**src/rtl/lcd_text_queue_if.sv**
```systemverilog
// Bus between a text producer, the character queue and the LCD controller.
// The slave modport is the queue itself; the master modport is whoever
// feeds characters and models the controller's busy flag.
interface lcd_text_queue_if #(
    parameter int DEPTH = 32
);
    logic                     wr_en;
    logic [7:0]               wr_data;
    logic                     wr_wait;
    logic                     lcd_status;
    logic                     lcd_wen;
    logic [8:0]               lcd_wdt;
    logic [$clog2(DEPTH):0]   level;
    logic                     init_done;

    modport master (
        output wr_en, wr_data, lcd_status,
        input  wr_wait, lcd_wen, lcd_wdt, level, init_done
    );

    modport slave (
        input  wr_en, wr_data, lcd_status,
        output wr_wait, lcd_wen, lcd_wdt, level, init_done
    );
endinterface

```
**src/rtl/lcd_text_queue.sv**
```systemverilog
// Character FIFO in front of an HD44780-style LCD controller. After reset
// it issues the power-up command sequence, then drains the FIFO, turning
// printable characters, newline and form feed into data/command writes and
// tracking the cursor so line wraps get a set-address command.
module lcd_text_queue #(
    parameter int DEPTH = 32,
    parameter int COLS  = 16,
    parameter int ROWS  = 2
) (
    input  logic              clk,
    input  logic              rst,
    lcd_text_queue_if.slave   bus
);
    localparam int AW = $clog2(DEPTH);
    localparam int LW = AW + 1;

    typedef enum logic [1:0] {INIT, IDLE, EXPAND} state_t;

    state_t          state, state_nxt;
    logic [7:0]      mem [DEPTH];
    logic [AW-1:0]   rd_ptr, wr_ptr;
    logic [LW-1:0]   level_q;
    logic [2:0]      init_idx, init_idx_nxt;
    logic [1:0]      row, row_nxt;
    logic [5:0]      col, col_nxt;
    logic            init_done_q;
    logic            wen_q;
    logic [8:0]      wdt_q;

    logic            slot, push, pop, strobe;
    logic [8:0]      cmd;
    logic [7:0]      head;

    function automatic logic [8:0] init_cmd(input logic [2:0] idx);
        case (idx)
            3'd0:    return 9'h038;
            3'd1:    return 9'h00C;
            3'd2:    return 9'h001;
            3'd3:    return 9'h006;
            default: return 9'h080;
        endcase
    endfunction

    // Set-DDRAM-address command for a cursor position.
    function automatic logic [8:0] set_addr(input logic [1:0] r, input logic [5:0] c);
        logic [6:0] base;
        case (r)
            2'd0:    base = 7'h00;
            2'd1:    base = 7'h40;
            2'd2:    base = 7'h14;
            default: base = 7'h54;
        endcase
        return {2'b01, base + {1'b0, c}};
    endfunction

    function automatic logic [1:0] next_row(input logic [1:0] r);
        return (r == 2'(ROWS - 1)) ? 2'd0 : r + 2'd1;
    endfunction

    assign head = mem[rd_ptr];
    // A strobe may only follow an idle cycle with the controller ready.
    assign slot = !bus.lcd_status && !wen_q;
    assign push = bus.wr_en && (level_q != LW'(DEPTH));

    // Next-state, cursor update and command selection; init beats expansion
    // beats the FIFO head because the states make them mutually exclusive.
    always_comb begin
        // NOTE: every signal gets a default before the case so no path leaves it unassigned (no latches).
        state_nxt    = state;
        init_idx_nxt = init_idx;
        row_nxt      = row;
        col_nxt      = col;
        strobe       = 1'b0;
        pop          = 1'b0;
        cmd          = wdt_q;
        case (state)
            INIT: begin
                if (slot) begin
                    strobe = 1'b1;
                    cmd    = init_cmd(init_idx);
                    if (init_idx == 3'd4) begin
                        state_nxt    = IDLE;
                        init_idx_nxt = 3'd0;
                    end else begin
                        init_idx_nxt = init_idx + 3'd1;
                    end
                end
            end
            EXPAND: begin
                // Cursor already points at the new line start.
                if (slot) begin
                    strobe    = 1'b1;
                    cmd       = set_addr(row, col);
                    state_nxt = IDLE;
                end
            end
            IDLE: begin
                if (slot && level_q != '0) begin
                    pop = 1'b1;
                    if (head >= 8'h20 && head <= 8'h7E) begin
                        strobe = 1'b1;
                        cmd    = {1'b1, head};
                        if (col == 6'(COLS - 1)) begin
                            col_nxt   = 6'd0;
                            row_nxt   = next_row(row);
                            state_nxt = EXPAND;
                        end else begin
                            col_nxt = col + 6'd1;
                        end
                    end else if (head == 8'h0A) begin
                        strobe  = 1'b1;
                        cmd     = set_addr(next_row(row), 6'd0);
                        row_nxt = next_row(row);
                        col_nxt = 6'd0;
                    end else if (head == 8'h0C) begin
                        strobe    = 1'b1;
                        cmd       = 9'h001;
                        row_nxt   = 2'd0;
                        col_nxt   = 6'd0;
                        state_nxt = EXPAND;
                    end
                end
            end
            default: state_nxt = INIT;
        endcase
    end

    // State register.
    always_ff @(posedge clk) begin
        // NOTE: sequential logic uses non-blocking assignments so every register sees pre-edge values.
        if (rst) state <= INIT;
        else     state <= state_nxt;
    end

    // Pointers, occupancy, cursor and LCD output registers.
    always_ff @(posedge clk) begin
        if (rst) begin
            rd_ptr      <= '0;
            wr_ptr      <= '0;
            level_q     <= '0;
            init_idx    <= 3'd0;
            row         <= 2'd0;
            col         <= 6'd0;
            wen_q       <= 1'b0;
            wdt_q       <= 9'h000;
            init_done_q <= 1'b0;
        end else begin
            if (push) wr_ptr <= wr_ptr + AW'(1);
            if (pop)  rd_ptr <= rd_ptr + AW'(1);
            if (push && !pop)      level_q <= level_q + LW'(1);
            else if (pop && !push) level_q <= level_q - LW'(1);
            init_idx    <= init_idx_nxt;
            row         <= row_nxt;
            col         <= col_nxt;
            wen_q       <= strobe;
            if (strobe) wdt_q <= cmd;
            // Leaving INIT means the 0x080 strobe is on the bus this cycle.
            init_done_q <= init_done_q | (state != INIT);
        end
    end

    // Character storage.
    always_ff @(posedge clk) begin
        // NOTE: storage is not reset; the reset pointers and level make stale entries unreachable.
        if (push) mem[wr_ptr] <= bus.wr_data;
    end

    assign bus.wr_wait   = (level_q == LW'(DEPTH));
    assign bus.level     = level_q;
    assign bus.lcd_wen   = wen_q;
    assign bus.lcd_wdt   = wdt_q;
    assign bus.init_done = init_done_q;
endmodule

```
**src/flat_wrapper.sv**
```systemverilog
// flat-port wrapper written by rule: the top's interface ports become plain ports
module lcd_text_queue_flat 
#(
    parameter int DEPTH = 32,
    parameter int COLS  = 16,
    parameter int ROWS  = 2
)
  (clk, rst, bus_wr_en, bus_wr_data, bus_lcd_status, bus_wr_wait, bus_lcd_wen, bus_lcd_wdt, bus_level, bus_init_done);
  lcd_text_queue_if #(.DEPTH(DEPTH)) bus_i ();
  input  logic clk;
  input  logic rst;
  input wire logic [$bits(bus_i.wr_en)-1:0] bus_wr_en;
  input wire logic [$bits(bus_i.wr_data)-1:0] bus_wr_data;
  input wire logic [$bits(bus_i.lcd_status)-1:0] bus_lcd_status;
  output wire logic [$bits(bus_i.wr_wait)-1:0] bus_wr_wait;
  output wire logic [$bits(bus_i.lcd_wen)-1:0] bus_lcd_wen;
  output wire logic [$bits(bus_i.lcd_wdt)-1:0] bus_lcd_wdt;
  output wire logic [$bits(bus_i.level)-1:0] bus_level;
  output wire logic [$bits(bus_i.init_done)-1:0] bus_init_done;
  assign bus_i.wr_en = bus_wr_en;
  assign bus_i.wr_data = bus_wr_data;
  assign bus_i.lcd_status = bus_lcd_status;
  assign bus_wr_wait = bus_i.wr_wait;
  assign bus_lcd_wen = bus_i.lcd_wen;
  assign bus_lcd_wdt = bus_i.lcd_wdt;
  assign bus_level = bus_i.level;
  assign bus_init_done = bus_i.init_done;
  lcd_text_queue #(.DEPTH(DEPTH), .COLS(COLS), .ROWS(ROWS)) u_core (.clk(clk), .rst(rst), .bus(bus_i));
endmodule
```
**config.mk**
```make
export PLATFORM = sky130hd
export DESIGN_NAME = lcd_text_queue_flat
export DESIGN_NICKNAME = d
export VERILOG_FILES = /design/src/rtl/lcd_text_queue_if.sv /design/src/rtl/lcd_text_queue.sv /design/src/flat_wrapper.sv
export SDC_FILE = /design/constraint.sdc
export NUM_CORES = 1
export LEC_CHECK = 0
export BUFFER_PORTS_ARGS = -buffer_cell sky130_fd_sc_hd__buf_2
export CAP_MARGIN = 10
export CORE_UTILIZATION = 45
export DETAILED_ROUTE_END_ITERATION = 12
export PLACE_DENSITY = 0.59
export SYNTH_ARGS = -nofsm -noshare
export SYNTH_HDL_FRONTEND = slang
export SYNTH_SLANG_ARGS = --single-unit
```
**constraint.sdc**
```tcl
create_clock -name clk -period 4.4 [get_ports clk]
set_input_delay 0.88 -clock clk [delete_from_list [all_inputs] [get_ports clk]]
set_output_delay 0.88 -clock clk [all_outputs]
set_load 0.01 [all_outputs]
```
-- Word level (Yosys, flattened, before mapping)
Memory sizes are Yosys's and may differ from the RTL's. A register that Yosys moved wholly into a read port is not among the register bits.
Cells that the tools add are included.
- word-level logic and storage cells: 116
- RAM bits: 256
- memories kept: 1
- input port bits: 12
- register bits after elaboration: 40
- output and inout bits: 18
- eq/ne operators: 24
- add/sub/neg operators: 8
- order comparisons: 2
- multiplexer cells: 45
- bitwise logic cells: 1
- reductions and logical operators: 25
- memories (memory ; words ; width ; read ports ; clocked after Yosys merged registers in ; wr ports ; RTL line ; source):
    u_core.mem ; 32 ; 8 ; 1 ; 1 ; 1 ; lcd_text_queue.sv:20 ; logic [7:0] mem [DEPTH];
- operators by type and width (cell ; count):
    $mux 9 ; 6
    $pmux 7 s3 ; 2
    $mux 6 ; 6
    $pmux 8 s4 ; 1
    $pmux 9 s3 ; 1
    $mux 2 ; 13
    $eq 8x4->1 const B ; 2
    $mux 7 ; 2
    $add 6x1->6 const B ; 2
    $add 5x1->5 const B ; 2
    $mux 5 ; 2
    $mux 1 ; 9
    $ge 8x6->1 const B ; 1
    $le 8x7->1 const B ; 1
    $ne 2x1->1 const B ; 4
    $add 7x6->7 ; 1
    $reduce_and 7->1 ; 1
    $eq 2x1->1 const B ; 3
    $eq 2x2->1 const B ; 3
    $eq 3x2->1 const B ; 2
    $eq 6x4->1 const B ; 1
    $eq 6x6->1 const B ; 1
    $logic_and 1x1->1 ; 6
    $logic_not 2->1 ; 3
    25 further kinds ; 30

-- Longest topological paths before layout
Gate-level depths: netlist of the first run.
- word-level depth: 8
- mapped depth: 16
- mapped depth without buffers: 15

-- Worst setup path before layout of the first run
No wires, ideal clock.
- path type: in2reg
- start: input bus_lcd_status
- end: register u_core.level_q[5], in the netlist u_core.bus.level[5]
- stages on the path: 14
- setup time: 71 ps
- setup slack: 842 ps
- path buffers: 0
- data required time: 4329 ps
- arrival time: 3487 ps
- path through: nor2_1 -> o31ai_1 -> nor2_1 -> inv_1 -> ha_1 -> inv_1 -> ha_1 -> a21o_1 -> a21oi_1 -> o21bai_1 -> a21oi_1 -> xnor2_1 -> or3_1 -> a21oi_1
- cells in the longest elaborated chain, start to end: 8
- elaborated cells on any way between the ends: 10
- those cells by class: mux: 3; reduce/logical: 7
- ends and longest elaborated chain (element ; RTL line ; source):
    start, declared ; flat_wrapper.sv:14 ; input wire logic [$bits(bus_i.lcd_status)-1:0] bus_lcd_status;
    $logic_not 1->1 (*) ; lcd_text_queue.sv:62 ; assign slot = !bus.lcd_status && !wen_q;
    $logic_and 1x1->1 (*) ; lcd_text_queue.sv:62 ;
    $logic_and 1x1->1 (*) ; lcd_text_queue.sv:98 ; if (slot && level_q != '0) begin
    $mux 1 (*) ; lcd_text_queue.sv:98 ;
    $mux 1 (*) ; lcd_text_queue.sv:76 ; case (state)
    $logic_not 1->1 ; lcd_text_queue.sv:150 ; if (push && !pop) level_q <= level_q + LW'(1);
    $logic_and 1x1->1 ; lcd_text_queue.sv:150 ;
    $mux 6 / $reduce_bool 2->1 (equally long branches) ; n/a ;
    end signal, assigned ; lcd_text_queue.sv:150 ;
    end signal, assigned ; lcd_text_queue.sv:151 ; else if (pop && !push) level_q <= level_q - LW'(1);
    end, declared ; lcd_text_queue.sv:22 ; logic [LW-1:0] level_q;
Every way passes the cells marked *; elsewhere a longest branch is shown, timed or not.
A chain may end at the register's enable or synchronous reset.

==> results of run 1 <==
==> Yosys cell counts (all sizes together), types with 9 or more instances <==
library cell	n
nor2	81
edfxtp	256
buf	14
nand2	19
xnor2	12
mux4	76
nand4	9
dfxtp	45
clkbuf	20
a21oi	22
inv	15
o22ai	9
ha	24
==> final timing paths <==
| kind | to | slack [ns] | cells after the start | from |
|---|---|---|---|---|
| setup / recovery | u_core.bus.lcd_wdt[4] | 0.53 | 9 | flop |
| hold / removal | u_core.bus.init_done | 0.46 | 2 | u_core.bus.init_done |
| setup reg to reg | u_core.bus.lcd_wdt[4] | 0.53 | 9 | flop |
| hold reg to reg | u_core.bus.init_done | 0.46 | 2 | u_core.bus.init_done |
==> worst reg2reg max path: cells and delay by family, from the launching register on <==
kind            cells  cell delay, ns
compound gates      3            1.13
buf+inv             1            0.43
flops               1            0.67
simple gates        2            0.24
mux                 3            1.26
==> metrics by stage <==
stage,setup slack [ns],total power [mW]
2_1_floorplan,0.842,3.87
3_5_place_dp,0.570,4.14
5_1_grt,0.270,6.87
3_3_place_gp,0.677,4.10
4_1_cts,0.507,6.69
6_report,0.527,6.64
==> report_power, final <==
part | switching [mW] | internal (mW)
clock | 1.07 | 1.49
sequential | 0.0745 | 3.19
combinational | 0.487 | 0.324
total | 1.63 | 5.01
==> kinds of logic after synthesis <==
logic type	synth area share, %
flops	69.4
simple gates	6.02
mux	14.6
compound gates	4.20
buf+inv	1.76
fa+ha+maj	2.59
xor+xnor	1.42
==> layer usage <==
metal	vias up	track usage [%]	share of wire [%]
met5	-	0	0
met4	0	5.19	2.3
met3	45	2.80	4.2
met2	148	32.1	49
met1	3309	27.0	44
li1	2886	-	-
==> cells in the final DEF (no fill, tap or decap), types with 4 or more instances in the layout <==
master	Yosys	layout
edfxtp_1	256	256
nor2_1	80	80
mux4_2	76	76
dfxtp_1	45	43
clkbuf_16	0	30
buf_2	6	29
ha_1	24	24
a21oi_1	21	21
nand2_1	19	19
inv_1	15	15
xnor2_1	12	12
o22ai_1	9	9
xor2_1	8	8
nand4_1	8	8
buf_4	1	8
nand3_1	7	7
a211oi_1	7	7
nor3_1	6	6
nand3b_1	6	6
mux2_2	6	6
clkinv_2	0	6
clkinv_1	0	6
or3b_2	5	5
clkbuf_1	20	5
o21ai_0	4	4
a311oi_1	4	4
a31oi_1	4	4
nor3b_1	4	4
bufinv_16	0	4
==> sequential cells by signal, indices dropped and copies added, names as in the netlist, named ones only <==
| signal | count |
|---|---|
| u_core.bus.lcd_wen | 1 |
| u_core.bus.lcd_wdt | 9 |
| u_core.col | 6 |
| u_core.mem | 256 |
| u_core.rd_ptr | 5 |
| u_core.state | 2 |
| u_core.bus.level | 6 |
| u_core.bus.init_done | 1 |
| u_core.wr_ptr | 5 |
| u_core.row | 2 |
| u_core.init_idx | 3 |
==> area by class of cell <==
class / instances / area share [%]
flip-flops and latches: 301 / 61.9
clock inverters: 21 / 1.64
well taps: 341 / 3.07
repair buffers: 39 / 1.77
multi-input cells: 358 / 25.7
inverters: 15 / 0.405
clock buffers: 35 / 5.54
==> results by group, run 1 <==
Finish
  • Multi-input logic area: 3570 um^2
  • FF/Latch Area: 8590 um^2
  • N_diodes: 0
  • Design Area, Final: 13900 um^2
  • Fin nets: 782
  • Area growth, synth to finish: 12.2%
  • FILL cells: 2150
  • Fin cells: 1110
  • Final Util: 51.5%
  • Share of cells above drive strength 1: 23.8%

GRT
  • Initial antenna violation count: 0
  • Gr usage total: 19.3%
  • Vias in the first global route: 6679
  • Global-route wire length before repair: 40.7 mm
  • Grt ovf: 0
  • Largest net degree at the start of global routing: 40

CTS
  • Max clock buf depth: 3
  • CTS root buf: clkbuf_16
  • Total CTS buffers: 30
  • Clk sinks: 301
  • Clock insertion delay at the later pin of the skew report: 0.59 ns
  • Post-CTS setup buffer count: 0
  • # hold bufs at CTS: 0
  • H-tree depth: 1
  • Resized cells post-CTS: 0
  • Clock transition at path regs: 0.06 ns
  • CTS tree: yes

Critical path
  • CP startpoint kind: flop
  • Critical Path Slowest Stage Cell: dfxtp_2
  • Worst EP arrival: 4.31 ns
  • CP peak stage delay: 0.67 ns
  • Crit. End Element: flop
  • Critical Path Most Common Cell: mux4_2
  • CP Max Fanout: 20
  • CP Buf/Inv Count: 1
  • Critical Path RT: 4.84 ns
  • Worst path cell trace: buf_4 -> mux4_2 -> mux4_2 -> mux2_2 -> nand4_1 -> o211ai_2 -> a31oi_2 -> nor2_1 -> a311oi_1
  • CP delay by family, top: multiplexers
  • Crit Path Category: reg -> reg

Timing
  • Final Skew: 0.0493 ns
  • Worst Tran Pin Value: 1.04 ns
  • Hold Violations, Final: 0
  • Final max-slew violation count: 0
  • Relative max-transition margin: 30.7%
  • Sum Neg Setup Slack: 0 ns
  • Final Critical Period: 3.87 ns
  • Hold WS: 0.457 ns
  • Part of the cycle the worst path needs: 88.0%
  • Fmax: 258 MHz
  • RSZ-0062 raised after global routing: no
  • Final setup vio count: 0

Worst hold path
  • Min-Delay Path Class: reg -> reg

Floorplan
  • Die width: 168 um
  • # rows: 60
  • Die Y: 168 um
  • Num ports: 30
  • Core ar.: 27000 um^2
  • Starting Density: 45.9%
  • Full die area: 28200 um^2

Pwr
  • Power density cells: 478 nW/um^2
  • Worst vdd ir: 0.355 mV
  • Static Leak: 4.38 nW

Routing
  • DRT antenna net count: 0
  • Post-Route WL: 26.2 mm
  • Wirelength per Cell: 23.6 um
  • Drt pass-1 iters: 4
  • Via count: 6388
  • Initial DRC count: 454
  • DRC errors left: 0
  • DR vias/cell: 5.75

Synthesis
  • Synthesized net count: 745
  • Netlist cell types: 56
  • Async set-reset flop share out of synthesis: 0%
  • Largest area contributor in the netlist: edfxtp_1
  • Cells after Synth: 708
  • EDFF count, synth: 256
  • Synth area leaders: edfxtp_1 (62%), mux4_2 (14%), dfxtp_1 (7.3%)
  • Synth warnings: 0
  • Synth Register Bits: 301
  • Area share of the largest cell type after synthesis: 62.1%
  • Ys flop type: edfxtp_1
  • Sequential element share of the synthesized area: 69.4%
  • Synthesized area per cell: 17.5 um^2
  • Post-Syn Area: 12400 um^2

Placement
  • Placed insts: 1054
  • Final weighted congestion of routability-driven global placement: 0.806
  • DP HPWL: 17.2 mm
  • Placed Area: 12900 um^2
  • IO Port Bufs: 29

Status
  • Status: finished clean

Flow run
  • # Max-Cap Violations: 0
Power figures use the tool's default switching activity.
==> run 2, diff against run 1 <==
--- a/config.mk
+++ b/config.mk
@@ -5,6 +5,7 @@
 export SDC_FILE = /design/constraint.sdc
 export NUM_CORES = 1
 export LEC_CHECK = 0
+export ABC_AREA = 1
 export BUFFER_PORTS_ARGS = -buffer_cell sky130_fd_sc_hd__buf_2
 export CAP_MARGIN = 10
 export CORE_UTILIZATION = 45
==> results by group, run 2 <==
Status
  • Status: finished clean (unchanged)

Critical path
  • Critical Path Slowest Stage Cell: ha_1 (was dfxtp_2)
  • R2R cell count: 19 (was 9)
  • Worst EP arrival: 3.85 ns (was 4.31 ns)
  • Crit. End Element: flop (unchanged)
  • Crit Path Category: reg -> reg (unchanged)
  • Worst path cell trace: inv_1 -> ha_1 -> inv_1 -> nor2_1 -> buf_4 -> inv_1 -> ha_1 -> inv_1 -> ha_1 -> a21oi_1 -> and2_1 -> inv_1 -> a21oi_1 -> inv_1 -> a21oi_1 -> o21ai_0 -> a21o_1 -> o21ai_0 -> a21oi_1 (was buf_4 -> mux4_2 -> mux4_2 -> mux2_2 -> nand4_1 -> o211ai_2 -> a31oi_2 -> nor2_1 -> a311oi_1)
  • Critical Path RT: 4.79 ns (was 4.84 ns)
  • R2r setup slk: 0.95 ns (was 0.53 ns)
  • CP Max Fanout: 11 (was 20)
  • Critical Path Most Common Cell: inv_1 (was mux4_2)
  • CP peak stage delay: 0.41 ns (was 0.67 ns)
  • CP startpoint kind: flop (unchanged)

GRT
  • Gr usage total: 20.5% (was 19.3%)
  • Global-route wire length before repair: 47.9 mm (was 40.7 mm)
  • Largest net degree at the start of global routing: 103 (was 40)
  • Initial antenna violation count: 0 (unchanged)
  • Vias in the first global route: 8522 (was 6679)
  • Grt ovf: 0 (unchanged)

Finish
  • Most flops, register: u_core.mem (unchanged)
  • Fin nets: 1348 (was 782)
  • Max reg flops: 256 (unchanged)
  • Most common cell after layout, fill and taps aside: nand2_1 (was edfxtp_1)
  • Area growth, synth to finish: 10.9% (was 12.2%)
  • N_diodes: 0 (unchanged)
  • Final Util: 51.0% (was 51.5%)
  • Share of cells above drive strength 1: 7.88% (was 23.8%)
  • Most frequent cells in the layout: nand2_1 (432), edfxtp_1 (256), nand3_1 (235) (was edfxtp_1 (256), nor2_1 (80), mux4_2 (76))

Timing
  • Sum Neg Setup Slack: 0 ns (unchanged)
  • Hold WS: 0.466 ns (was 0.457 ns)
  • Fmax: 289 MHz (was 258 MHz)
  • Relative max-transition margin: 39.7% (was 30.7%)
  • RSZ-0062 raised after global routing: no (unchanged)
  • Final max-slew violation count: 0 (unchanged)
  • Part of the cycle the worst path needs: 78.5% (was 88.0%)
  • Final Critical Period: 3.45 ns (was 3.87 ns)
  • Worst Tran Pin Value: 0.901 ns (was 1.04 ns)
  • Final Skew: 0.0188 ns (was 0.0493 ns)
  • Final setup vio count: 0 (unchanged)
  • Hold Violations, Final: 0 (unchanged)

Routing
  • Via count: 9006 (was 6388)
  • DRC errors left: 0 (unchanged)
  • Initial DRC count: 750 (was 454)
  • DRT antenna net count: 0 (unchanged)
  • DR vias/cell: 5.25 (was 5.75)
  • Wirelength per Cell: 17.8 um (was 23.6 um)
  • Post-Route WL: 30.5 mm (was 26.2 mm)
  • Drt pass-1 iters: 6 (was 4)

Floorplan
  • Die Y: 173 um (was 168 um)
  • Num ports: 30 (unchanged)
  • Die width: 173 um (was 168 um)
  • Full die area: 30100 um^2 (was 28200 um^2)
  • Core ar.: 28800 um^2 (was 27000 um^2)
  • Starting Density: 46.0% (was 45.9%)
  • # rows: 62 (was 60)

Worst hold path
  • Hold depth: 2 (unchanged)
  • Min-Delay Path Class: reg -> reg (unchanged)

Synthesis
  • Synth warnings: 0 (unchanged)
  • Cells after Synth: 1294 (was 708)
  • Most frequent cell after synthesis: nand2_1 (was edfxtp_1)
  • Largest area contributor in the netlist: edfxtp_1 (unchanged)
  • Netlist cell types: 37 (was 56)
  • Leading cell types by count after synthesis: nand2_1 (432), edfxtp_1 (256), nand3_1 (235) (was edfxtp_1 (256), nor2_1 (80), mux4_2 (76))
  • Synthesized net count: 1331 (was 745)
  • Async set-reset flop share out of synthesis: 0% (unchanged)
  • Synth area leaders: edfxtp_1 (58%), nand2_1 (12%), nand3_1 (8.9%) (was edfxtp_1 (62%), mux4_2 (14%), dfxtp_1 (7.3%))
  • Synth Register Bits: 301 (unchanged)
  • Synthesized area per cell: 10.2 um^2 (was 17.5 um^2)
  • Area share of the largest cell type after synthesis: 58.1% (was 62.1%)
  • Ys flop type: edfxtp_1 (unchanged)
  • Sequential element share of the synthesized area: 64.9% (was 69.4%)
  • EDFF count, synth: 256 (unchanged)
  • Post-Syn Area: 13200 um^2 (was 12400 um^2)

CTS
  • Max clock buf depth: 3 (unchanged)
  • CTS root buf: clkbuf_16 (unchanged)
  • Clk sinks: 301 (unchanged)
  • H-tree depth: 2 (was 1)
  • CTS tree: yes (unchanged)
  • Post-CTS setup buffer count: 0 (unchanged)
  • Resized cells post-CTS: 0 (unchanged)
  • Total CTS buffers: 35 (was 30)
  • Clock transition at path regs: 0.06 ns (about the same)
  • # hold bufs at CTS: 0 (unchanged)
  • Clock insertion delay at the later pin of the skew report: 0.52 ns (was 0.59 ns)

Pwr
  • Clk pwr share: 38.0% (was 38.5%)
  • Static Leak: 5.61 nW (was 4.38 nW)
  • Logic pwr share: 16.1% (was 12.2%)
  • Worst vdd ir: 0.321 mV (was 0.355 mV)
  • Pint: 5.17 mW (was 5.01 mW)
  • Sw Share: 27.3% (was 24.6%)
  • Power density cells: 484 nW/um^2 (was 478 nW/um^2)
  • Net switching power: 1.94 mW (was 1.63 mW)
  • Sequential power share: 45.9% (was 49.2%)

Placement
  • DP HPWL: 18.2 mm (was 17.2 mm)
  • IO Port Bufs: 29 (unchanged)
  • Final weighted congestion of routability-driven global placement: 0.819 (was 0.806)

Flow run
  • # Max-Cap Violations: 0 (unchanged)
## run 2: cell types whose count changed in the layout (fill, tap and decap cells not counted), moves of 6 or more
| cell | change |
|---|---|
| a211oi_1 | -7 |
| inv_1 | +37 |
| nand3b_1 | -6 |
| a21oi_1 | +8 |
| mux2_2 | -6 |
| mux4_2 | -76 |
| nand3_1 | +228 |
| nand2_1 | +413 |
| clkbuf_16 | +7 |
| o22ai_1 | -9 |
| xnor2_1 | -8 |
| nor2_1 | +7 |
| o21ai_0 | +19 |
## run 2: worst paths after layout
path / startpoint / endpoint
worst min-delay path: u_core.bus.init_done / u_core.bus.init_done
worst min register to register: u_core.bus.init_done / u_core.bus.init_done
worst max register to register: u_core.state[1] / u_core.bus.level[5]
worst max-delay path: u_core.state[1] / u_core.bus.level[5]
## run 2: cells by family after synthesis
| kind of cell | share of synthesized area, % |
|---|---|
| xor+xnor | 0.596 |
| simple gates | 24.7 |
| fa+ha+maj | 2.42 |
| flops | 64.9 |
| buf+inv | 4.51 |
| compound gates | 2.87 |
## run 2: layout make-up
cell class,instances,area [um^2]
clock inverter,12,80.1
tap,384,480
inverter,55,209
sequential,301,8590
fill,2563,14100
multi-input combinational,876,4050
timing repair buffer,42,280
clock buffer,46,980
## run 2: critical path: cells and delay by family (launching register included)
family,cells,cell delay [ns]
AOI/OAI and AO/OA,7,0.93
adders and majority gates,3,0.96
and+or+nand+nor,2,0.30
buffers and inverters,7,0.81
DFF,1,0.34
## run 2: metal layers
| metal | share of wire (%) | GRT usage [%] |
|---|---|---|
| met5 | 0 | 0 |
| met4 | 2.3 | 6.42 |
| met3 | 4.6 | 2.59 |
| met2 | 46 | 32.5 |
| met1 | 47 | 29.5 |
## run 2: power by group through the flow
stage | registers [mW] | clock network (mW) | logic (mW)
6_report | 3.26 | 2.70 | 1.14
3_5_place_dp | 3.32 | 0 | 1.14
2_1_floorplan | 3.33 | 0 | 0.797
5_1_grt | 3.28 | 2.84 | 1.29
3_3_place_gp | 3.32 | 0 | 1.13
4_1_cts | 3.27 | 2.74 | 1.14
## run 2: metrics by stage
step                total power [mW]  setup WS [ns]  area [um^2]  std cells
floorplan                       4.13          0.901        13200       1294
global route                    7.41          0.579        14700       1716
detailed placement              4.46          0.668        13600       1658
CTS                             7.15          0.980        14700       1716
global placement                4.45          0.781        13600       1658
finish                          7.11          0.945        14700       1716
==> run 3, diff against run 2 <==
--- a/config.mk
+++ b/config.mk
@@ -10,7 +10,7 @@
 export CAP_MARGIN = 10
 export CORE_UTILIZATION = 45
 export DETAILED_ROUTE_END_ITERATION = 12
-export PLACE_DENSITY = 0.59
+export PLACE_DENSITY = 0.61
 export SYNTH_ARGS = -nofsm -noshare
 export SYNTH_HDL_FRONTEND = slang
 export SYNTH_SLANG_ARGS = --single-unit
==> constraint.sdc (replaced) <==
create_clock -name clk -period 3.1 [get_ports clk]
set_input_delay 0.62 -clock clk [delete_from_list [all_inputs] [get_ports clk]]
set_output_delay 0.62 -clock clk [all_outputs]
set_load 0.01 [all_outputs]
==> results by group, run 3 (synthesized netlist as in run 2, its figures left out) <==
Timing
  • Sum Neg Setup Slack: 0 ns (unchanged)
  • Final setup vio count: 0 (unchanged)
  • Worst Tran Pin Value: 0.817 ns (was 0.901 ns)
  • Hold Violations, Final: 0 (unchanged)
  • Fmax: 356 MHz (was 289 MHz)
  • RSZ-0062 raised after global routing: no (unchanged)
  • Final max-slew violation count: 0 (unchanged)
  • Relative max-transition margin: 45.3% (was 39.7%)
  • Final Critical Period: 2.81 ns (was 3.45 ns)
  • Part of the cycle the worst path needs: 90.7% (was 78.5%)
  • Final Skew: 0.0226 ns (was 0.0188 ns)

Routing
  • Drt pass-1 iters: 7 (was 6)
  • Wirelength per Cell: 16.8 um (was 17.8 um)
  • DRT antenna net count: 0 (unchanged)
  • Initial DRC count: 763 (was 750)
  • Post-Route WL: 29.5 mm (was 30.5 mm)
  • DR vias/cell: 5.15 (was 5.25)
  • Via count: 9077 (was 9006)
  • DRC errors left: 0 (unchanged)

Placement
  • Placed insts: 1702 (was 1658)
  • DP HPWL: 18.8 mm (was 18.2 mm)
  • Final weighted congestion of routability-driven global placement: 0.857 (was 0.819)
  • IO Port Bufs: 29 (unchanged)

GRT
  • Initial antenna violation count: 0 (unchanged)
  • Vias in the first global route: 8759 (was 8522)
  • Gr usage total: 20.0% (was 20.5%)
  • Largest net degree at the start of global routing: 52 (was 103)
  • Grt ovf: 0 (unchanged)
  • Global-route wire length before repair: 47.3 mm (was 47.9 mm)

Floorplan
  • Die Y: 173 um (unchanged)
  • # rows: 62 (unchanged)
  • Core ar.: 28800 um^2 (unchanged)
  • Full die area: 30100 um^2 (unchanged)
  • Num ports: 30 (unchanged)
  • Starting Density: 46.0% (unchanged)
  • Die width: 173 um (unchanged)

Finish
  • Area growth, synth to finish: 14.2% (was 10.9%)
  • Most common cell after layout, fill and taps aside: nand2_1 (unchanged)
  • N_diodes: 0 (unchanged)
  • Max reg flops: 256 (unchanged)
  • Fin cells: 1763 (was 1716)
  • Most flops, register: u_core.mem (unchanged)
  • FILL cells: 2513 (was 2563)
  • Most frequent cells in the layout: nand2_1 (430), edfxtp_1 (256), nand3_1 (235) (was nand2_1 (432), edfxtp_1 (256), nand3_1 (235))
  • Fin nets: 1391 (was 1348)
  • Share of cells above drive strength 1: 11.4% (was 7.88%)

CTS
  • Post-CTS setup buffer count: 0 (unchanged)
  • Clk sinks: 301 (unchanged)
  • Max clock buf depth: 3 (unchanged)
  • H-tree depth: 2 (unchanged)
  • Total CTS buffers: 34 (was 35)
  • CTS tree: yes (unchanged)
  • Clock transition at path regs: 0.06 ns (about the same)
  • # hold bufs at CTS: 0 (unchanged)
  • CTS root buf: clkbuf_16 (unchanged)
  • Clock insertion delay at the later pin of the skew report: 0.51 ns (was 0.52 ns)

Pwr
  • Power density cells: 678 nW/um^2 (was 484 nW/um^2)
  • Worst vdd ir: 0.596 mV (was 0.321 mV)
  • Static Leak: 5.88 nW (was 5.61 nW)

Critical path
  • CP startpoint kind: flop (unchanged)
  • CP delay by family, top: compound AO/OA/AOI/OAI gates (was adder cells)
  • R2r setup slk: 0.29 ns (was 0.95 ns)
  • Worst path cell trace: nor4_4 -> nand3_1 -> nand2_2 -> nor2_4 -> inv_1 -> ha_1 -> inv_2 -> ha_1 -> a21oi_1 -> and2_1 -> inv_1 -> a21oi_1 -> inv_1 -> a21oi_1 -> o21ai_0 -> a21o_1 -> o21ai_0 -> a21oi_1 (was inv_1 -> ha_1 -> inv_1 -> nor2_1 -> buf_4 -> inv_1 -> ha_1 -> inv_1 -> ha_1 -> a21oi_1 -> and2_1 -> inv_1 -> a21oi_1 -> inv_1 -> a21oi_1 -> o21ai_0 -> a21o_1 -> o21ai_0 -> a21oi_1)
  • CP Buf/Inv Count: 4 (was 7)
  • Critical Path Most Common Cell: a21oi_1 (was inv_1)
  • CP peak stage delay: 0.33 ns (was 0.41 ns)
  • Critical Path RT: 3.49 ns (was 4.79 ns)
  • Critical Path Slowest Stage Cell: dfxtp_1 (was ha_1)
  • CP Max Fanout: 5 (was 11)
  • Worst EP arrival: 3.20 ns (was 3.85 ns)
  • Crit. End Element: flop (unchanged)
  • Crit Path Category: reg -> reg (unchanged)

Flow run
  • # Max-Cap Violations: 0 (unchanged)

Status
  • Status: finished clean (unchanged)

Worst hold path
  • Min-Delay Path Class: in -> reg (was reg -> reg)
-- run 3: cell type report --
type	instances	area [um^2]	area share [%]
clock buffer	48	935	6.18
clock inverter	13	149	0.985
inverter	55	209	1.38
multi-input combinational	876	4080	27.0
sequential	301	8590	56.8
tap	384	480	3.18
timing repair buffer	86	677	4.48
-- run 3: worst paths after layout --
check,startpoint,endpoint,cells after the start
setup / recovery,u_core.bus.level[0],u_core.bus.level[5],18
setup reg to reg,u_core.bus.level[0],u_core.bus.level[5],18
hold / removal,bus_wr_en,u_core.wr_ptr[1],3
hold reg to reg,u_core.bus.init_done,u_core.bus.init_done,2
-- run 3: where the power goes --
| part | total, mW | internal, mW | switching, mW |
|---|---|---|---|
| Sequential | 4.63 | 4.53 | 0.0951 |
| Combinational | 1.72 | 0.596 | 1.13 |
| Clock | 3.91 | 2.36 | 1.55 |
-- run 3: worst min-delay path, delay by kind of cell --
family / cells / cell delay, ns
compound gates: 1 / 0.07
buf+inv: 1 / 0.11
simple gates: 1 / 0.09
-- run 3: metal layers --
layer / part of all wire [%] / up-vias / track usage [%]
met1: 46 / 4312 / 27.3
met5: 0 / - / 0
met3: 4.4 / 42 / 2.89
li1: - / 4520 / -
met4: 1.9 / 0 / 5.31
met2: 48 / 203 / 33.4
-- run 3: per-stage QoR --
stage          util, %  total power [mW]  area [um^2]  worst slack (ns)  hold slack (ns)
2_1_floorplan        -              5.86        13200            0.0575            0.441
3_3_place_gp      48.7              6.39        14000             0.100            0.449
3_5_place_dp      48.7              6.41        14000            0.0600            0.465
4_1_cts           52.4              10.3        15100             0.122            0.447
5_1_grt           52.5              10.7        15100            0.0129            0.455
6_report          52.5              10.3        15100             0.288            0.444
-- run 3: repair_timing --
action | 4_1_cts | 5_1_grt
setup endpoints to repair | 0 | 3
resized for setup | 0 | 6
endpoints found under the hold margin | 0 | 0
